File: src/rtl/id_stage_pipe.sv
// Decode stage: register file with WB write-through, load-use bubble insertion,
// and the ID/EX pipeline register feeding the execute stage.
module id_stage_pipe #(
   parameter int          DATA_W  = 32,
   parameter int          REG_AW  = 5,
   parameter int          EX_W    = 16,
   parameter int          M_W     = 16,
   parameter int          WB_W    = 4,
   parameter int          MRD_BIT = 0,
   parameter int          SP_REG  = 29,
   parameter logic [31:0] SP_INIT = 32'h0000_03FC,
   parameter int          PC_ADJ  = 8,
   parameter int          CNT_W   = 16
) (
   input  logic              clk,
   input  logic              rst,
   input  logic [31:0]       ifid_ir,
   input  logic [DATA_W-1:0] ifid_pc,
   input  logic              ifid_vld,
   input  logic              isr,
   input  logic [2:0]        lisr,
   input  logic [EX_W-1:0]   ctl_ex,
   input  logic [M_W-1:0]    ctl_m,
   input  logic [WB_W-1:0]   ctl_wb,
   input  logic              flush,
   input  logic              ex_stall,
   input  logic              wb_en,
   input  logic [REG_AW-1:0] wb_addr,
   input  logic [DATA_W-1:0] wb_data,
   output logic              id_stall,
   output logic              idex_vld,
   output logic [EX_W-1:0]   idex_ex,
   output logic [M_W-1:0]    idex_m,
   output logic [WB_W-1:0]   idex_wb,
   output logic [REG_AW-1:0] idex_sa,
   output logic [REG_AW-1:0] idex_ta,
   output logic [REG_AW-1:0] idex_da,
   output logic [DATA_W-1:0] idex_s,
   output logic [DATA_W-1:0] idex_t,
   output logic [DATA_W-1:0] idex_se,
   output logic [DATA_W-1:0] idex_pc,
   output logic [DATA_W-1:0] idex_ja,
   output logic [CNT_W-1:0]  bubble_cnt
);

   localparam int                NREG     = 2**REG_AW;
   localparam logic [REG_AW-1:0] SP_ADDR  = REG_AW'(SP_REG);
   localparam logic [DATA_W-1:0] SP_VAL   = DATA_W'(SP_INIT);
   localparam logic [DATA_W-1:0] PC_DEC   = DATA_W'(PC_ADJ);

   function automatic logic [CNT_W-1:0] sat_inc(input logic [CNT_W-1:0] c);
      return (&c) ? c : c + 1'b1;
   endfunction

   function automatic logic signed [DATA_W-1:0] sext16(input logic [15:0] imm);
      return {{(DATA_W-16){imm[15]}}, imm};
   endfunction

   logic [DATA_W-1:0] regs [NREG];
   logic [REG_AW-1:0] s_addr, t_addr;
   logic [DATA_W-1:0] s_val, t_val;
   logic              in_isr, load_use;
   logic              unused_opcode;

   assign unused_opcode = ^ifid_ir[31:26];

   // Interrupt entry/exit always sources the stack pointer on the S port.
   assign in_isr = isr | (|lisr);
   assign s_addr = in_isr ? SP_ADDR : REG_AW'(ifid_ir[25:21]);
   assign t_addr = REG_AW'(ifid_ir[20:16]);

   // Write-through bypass; reg 0 is never written so it always reads 0.
   assign s_val = (wb_en && wb_addr == s_addr && wb_addr != '0) ? wb_data : regs[s_addr];
   assign t_val = (wb_en && wb_addr == t_addr && wb_addr != '0) ? wb_data : regs[t_addr];

   assign load_use = idex_vld && idex_m[MRD_BIT] && (idex_ta != '0) && ifid_vld &&
                     ((idex_ta == s_addr) || (idex_ta == t_addr));
   assign id_stall = ex_stall | load_use;

   always_ff @(posedge clk or posedge rst) begin
      if (rst) begin
         for (int i = 0; i < NREG; i++)
            regs[i] <= (i == SP_REG) ? SP_VAL : '0;
      end else if (wb_en && wb_addr != '0) begin
         regs[wb_addr] <= wb_data;
      end
   end

   // ID -> EX boundary
   always_ff @(posedge clk or posedge rst) begin
      if (rst) begin
         idex_vld   <= 1'b0;
         idex_ex    <= '0;
         idex_m     <= '0;
         idex_wb    <= '0;
         idex_sa    <= '0;
         idex_ta    <= '0;
         idex_da    <= '0;
         idex_s     <= '0;
         idex_t     <= '0;
         idex_se    <= '0;
         idex_pc    <= '0;
         idex_ja    <= '0;
         bubble_cnt <= '0;
      end else if (flush || (!ex_stall && load_use)) begin
         idex_vld <= 1'b0;
         idex_ex  <= '0;
         idex_m   <= '0;
         idex_wb  <= '0;
         idex_sa  <= '0;
         idex_ta  <= '0;
         idex_da  <= '0;
         idex_s   <= '0;
         idex_t   <= '0;
         idex_se  <= '0;
         idex_pc  <= '0;
         idex_ja  <= '0;
         if (!flush)
            bubble_cnt <= sat_inc(bubble_cnt);
      end else if (!ex_stall) begin
         idex_vld <= ifid_vld;
         idex_ex  <= ctl_ex;
         idex_m   <= ctl_m;
         idex_wb  <= ctl_wb;
         idex_sa  <= s_addr;
         idex_ta  <= t_addr;
         idex_da  <= REG_AW'(ifid_ir[15:11]);
         idex_s   <= s_val;
         idex_t   <= t_val;
         idex_se  <= sext16(ifid_ir[15:0]);
         idex_pc  <= isr ? ifid_pc - PC_DEC : ifid_pc;
         idex_ja  <= {ifid_pc[DATA_W-1:28], ifid_ir[25:0], 2'b00};
      end
   end

endmodule

File: config.mk
export PLATFORM = sky130hd
export DESIGN_NAME = id_stage_pipe
export DESIGN_NICKNAME = d
export VERILOG_FILES = /design/src/rtl/id_stage_pipe.sv
export SDC_FILE = /design/constraint.sdc
export NUM_CORES = 2
export LEC_CHECK = 0
export BUFFER_PORTS_ARGS = -buffer_cell sky130_fd_sc_hd__buf_2
export CAP_MARGIN = 20
export CORE_UTILIZATION = 41
export DETAILED_ROUTE_END_ITERATION = 10
export PLACE_DENSITY = 0.57
export SYNTH_ARGS = -nofsm -noshare
export SYNTH_HDL_FRONTEND = slang
export SYNTH_SLANG_ARGS = --single-unit
File: constraint.sdc
create_clock -name clk -period 112.2 [get_ports clk]
set_clock_uncertainty 0.05 [all_clocks]
set_input_delay 16.83 -clock clk [delete_from_list [all_inputs] [get_ports clk]]
set_output_delay 16.83 -clock clk [all_outputs]
set_load 0.01 [all_outputs]
==> summary.txt <==
Maximum net fanout on the critical path -> 33
Syn Inst Count -> 5,205
Worst min-delay path category -> reg2reg
Total Negative Setup Slacks -> 0 ns
Number of cells upsized or downsized after cts -> 0
Effective utilization at floorplan -> 41.43%
Synth-to-layout area growth -> 12.35%
Hold endpoint -> regs[1011]
Placed Cells incl. Taps -> 7,077
H-tree lvl count -> 4
Hold path start -> regs[1011]
Startpoint types -> input pin
Worst setup EP type -> output pin
Net Switching -> 349.9 uW
Cell area after synthesis -> 63,150 um2
Fraction of synthesized area in multiplexers -> 29.24%
Global-route wire length before repair -> 336,100 um
Total GRT Usage -> 29.12%
Async S/R FF share, synth -> 100.0%
Drt initial violations -> 5,465
Max Buffers Root-to-Sink -> 3
Clock Pin Slew Worst Setup and Hold Paths -> 0.05 ns
Share of total power in sequential cells -> 45.5%
Cell type with the highest aggregate area in the netlist -> dfrtp_1
Critical path class -> in2out
TritonCTS buffer count -> 139
Cell leakage power -> 0.03156 uW
Die Y -> 394.5 um
Reg2reg start -> idex_ta[2]
Root Buffer Master -> clkbuf_16
Register-to-Register Path Depth -> 7
Maximum number of pins on one net before global-route repair -> 157
Dominant combinational cell family by area after synthesis -> multiplexers
#FFs+latches synth -> 1,208
Fill cells -> 13,890
Number of library cell types mapped by synthesis -> 62
Post-synthesis share of cell area spent on and, or, nand and nor gates -> 4.048%
Period utilisation layout -> 32.04%
Vias after detailed routing -> 47,670
Remaining design rule violation count -> 0
Ratio of total power to cell area -> 17.67 nW/um2
Switching power as a share of total power -> 27.91%
Avg Vias per Cell -> 6.500
Ys Warns -> 0
Sequential cell area -> 30,240 um2
Finished layout cell area -> 70,950 um2
Post-route antenna net violation count -> 0
Count of max-cap constraint violations -> 0
Top cells by area, synth -> dfrtp_1 48%, mux2_2 20%, a221oi_1 5.2%
Largest stage delay, worst path -> 0.43 ns
Routed wire length per instance -> 31.56 um
Area of the core region -> 152,400 um2
I/O pin count -> 376
Number of antenna violations at the first check in global routing -> 3
Final std cells w/o fill -> 7,334
Min-Delay Path Depth -> 0
Router iterations before antenna repair -> 7
Critical register-to-register path endpoint -> idex_t[13]
Number of sinks driven by the clock tree -> 1,208
Number of buffers added for setup after CTS -> 0
Adder-cell share of the synthesized area -> 0.03963%
Total of buffers placed on input and output ports -> 367
Total Die Area -> 155,600 um2
Result of the run -> complete, no violations
Slew of the pin with the lowest slew margin -> 1.216 ns
Number of failing hold endpoints at the final stage -> 0
Number of hold buffers added after cts -> 0
Post-layout minimum cycle time -> 35.94 ns
EDFF count, synth -> 0
Critical path, cell by cell -> buf_2 -> nor4_4 -> buf_4 -> nand2_2 -> buf_4 -> a32oi_1 -> nor3_1 -> o21ai_1 -> nand2b_1 -> buf_2
Int Power -> 903.7 uW
RSZ-0062 raised after global routing -> false
Part of the power in the clock network -> 37.4%
Tightest slew margin relative to the limit -> 18.96%
Compound-cell area share of the yosys netlist -> 13.45%
Avg Cell Area, Syn -> 12.13 um2
Portion of synthesized cell area occupied by the leading cell type -> 47.55%
Worst voltage drop across the vdd grid -> 0.01624 mV
Final wirelength -> 231,400 um
Share of synthesized area occupied by flip-flops and latches -> 47.88%
Setup violation total in the final timing report -> 0
Area used by multi-input combinational logic -> 30,410 um2
Combinational power share -> 17.1%
Weighted congestion at the end of routability-driven global placement -> 0.8327
Max frequency -> 27.82 MHz
Placed instance area -> 66,110 um2
Number of global-route vias before repair -> 47,120
Std-Cell Rows -> 143
Estimated wirelength of the detail-placed design -> 122,000 um
Prevailing post-synth register cell -> dfrtp_1
Worst path required time -> 95.32 ns
Net total in the final layout -> 5,344
CTS tree -> yes
Worst setup slack for register-to-register paths -> 108.58 ns
Die boundary width -> 394.5 um
Share of post-route cells with drive strength above 1 -> 37.85%
Share of the synthesized netlist area taken by xor and xnor gates -> 0.8183%
GRT overflow -> 0
Insertion delay to the later sink of the worst-skew pair -> 0.79 ns
Critical Path AT -> 19.06 ns
Library cell contributing the largest single delay on the critical path -> buf_4
Number of pins exceeding their max-slew limit in the final report -> 0
## per-stage QoR
stage | setup slack [ns] | util (%) | hold WS [ns] | power [uW]
floorplan | 61.30 | - | 0.3951 | 720.5
global placement | 76.16 | 43.34 | 0.3308 | 780.6
detailed placement | 76.18 | 43.37 | 0.3369 | 786.9
CTS | 76.17 | 46.44 | 0.3502 | 1257
global route | 76.13 | 46.54 | 0.3607 | 1304
finish | 76.26 | 46.54 | 0.3519 | 1254
## cell usage after synthesis, types with 32 or more instances
| library cell | count |
|---|---|
| a221oi_1 | 378 |
| a22o_1 | 68 |
| a211o_1 | 32 |
| buf_1 | 86 |
| o22ai_1 | 33 |
| a2111oi_0 | 61 |
| buf_4 | 49 |
| buf_2 | 61 |
| o21ai_0 | 268 |
| a31oi_1 | 32 |
| clkbuf_1 | 424 |
| a21oi_1 | 32 |
| mux2_2 | 1118 |
| a221o_1 | 32 |
| nand2_1 | 244 |
| dfrtp_1 | 1200 |
| inv_1 | 70 |
| mux4_2 | 133 |
| mux2i_1 | 288 |
| xor2_1 | 32 |
| nor2_1 | 196 |
| a211oi_1 | 34 |
| o21a_1 | 33 |
| nor4b_1 | 33 |
## state kept, by name, summed over array words and instances (netlist names), 4 cells and up
name        flops
bubble_cnt     16
idex_t         32
regs         1024
idex_ta         4
idex_se        12
idex_pc        32
idex_ex        16
idex_wb         4
idex_sa         5
idex_ja        10
idex_da         4
idex_s         32
idex_m         16
## cells by family (layout without fill, tap and decap cells)
family	Yosys count	count (layout)
mux	1539	1539
flops	1208	1208
compound gates	1137	1137
buf+inv	690	787
simple gates	569	569
xor+xnor	59	59
fa+ha+maj	2	2
other cells	1	3
## layout make-up
class	instances	area share, %
inverter	70	0.3809
clock buffer	205	5.866
timing repair buffer	468	3.950
tap	2030	3.580
antenna	1	0.003527
clock inverter	44	0.7372
multi-input combinational	3308	42.86
sequential	1208	42.62
## power by group through the flow
stage,logic (uW),clock network (uW),registers [uW]
global route,231,494,578
global placement,209,0,572
CTS,213,477,567
floorplan,161,0,560
detailed placement,212,0,575
finish,214,469,570
## routing by layer
| metal | up-vias | wire, um | GRT usage [%] |
|---|---|---|---|
| li1 | 19740 | - | - |
| met1 | 25010 | 98780 | 40.66 |
| met2 | 2427 | 104300 | 44.54 |
| met3 | 502 | 19930 | 6.317 |
| met4 | 2 | 8372 | 10.26 |
| met5 | - | 13 | 0 |
## cells in the final DEF (no fill, tap or decap), types with 35 or more instances in the layout
master,n
dfrtp_1,1200
mux2_2,1118
a221oi_1,378
buf_2,359
mux2i_1,288
o21ai_0,268
nand2_1,222
nor2_1,182
clkbuf_16,143
mux4_2,133
buf_4,92
inv_1,69
a22o_1,68
a2111oi_0,61
clkbuf_8,35
## worst max-delay path, delay by kind of cell
family                 cells  cell delay, ns
and+or+nand+nor            4            0.57
buffers and inverters      4            1.04
AOI/OAI and AO/OA          2            0.59
## how the worst max path moves through the flow
stage	start	endpoint	depth (start not counted)
floorplan	rst	bubble_cnt[0]	1
global placement	lisr[1]	id_stall	10
detailed placement	lisr[1]	id_stall	10
CTS	lisr[1]	id_stall	10
global route	lisr[1]	id_stall	10
finish	lisr[1]	id_stall	10
Note: power is estimated with default switching activity, not from simulation.
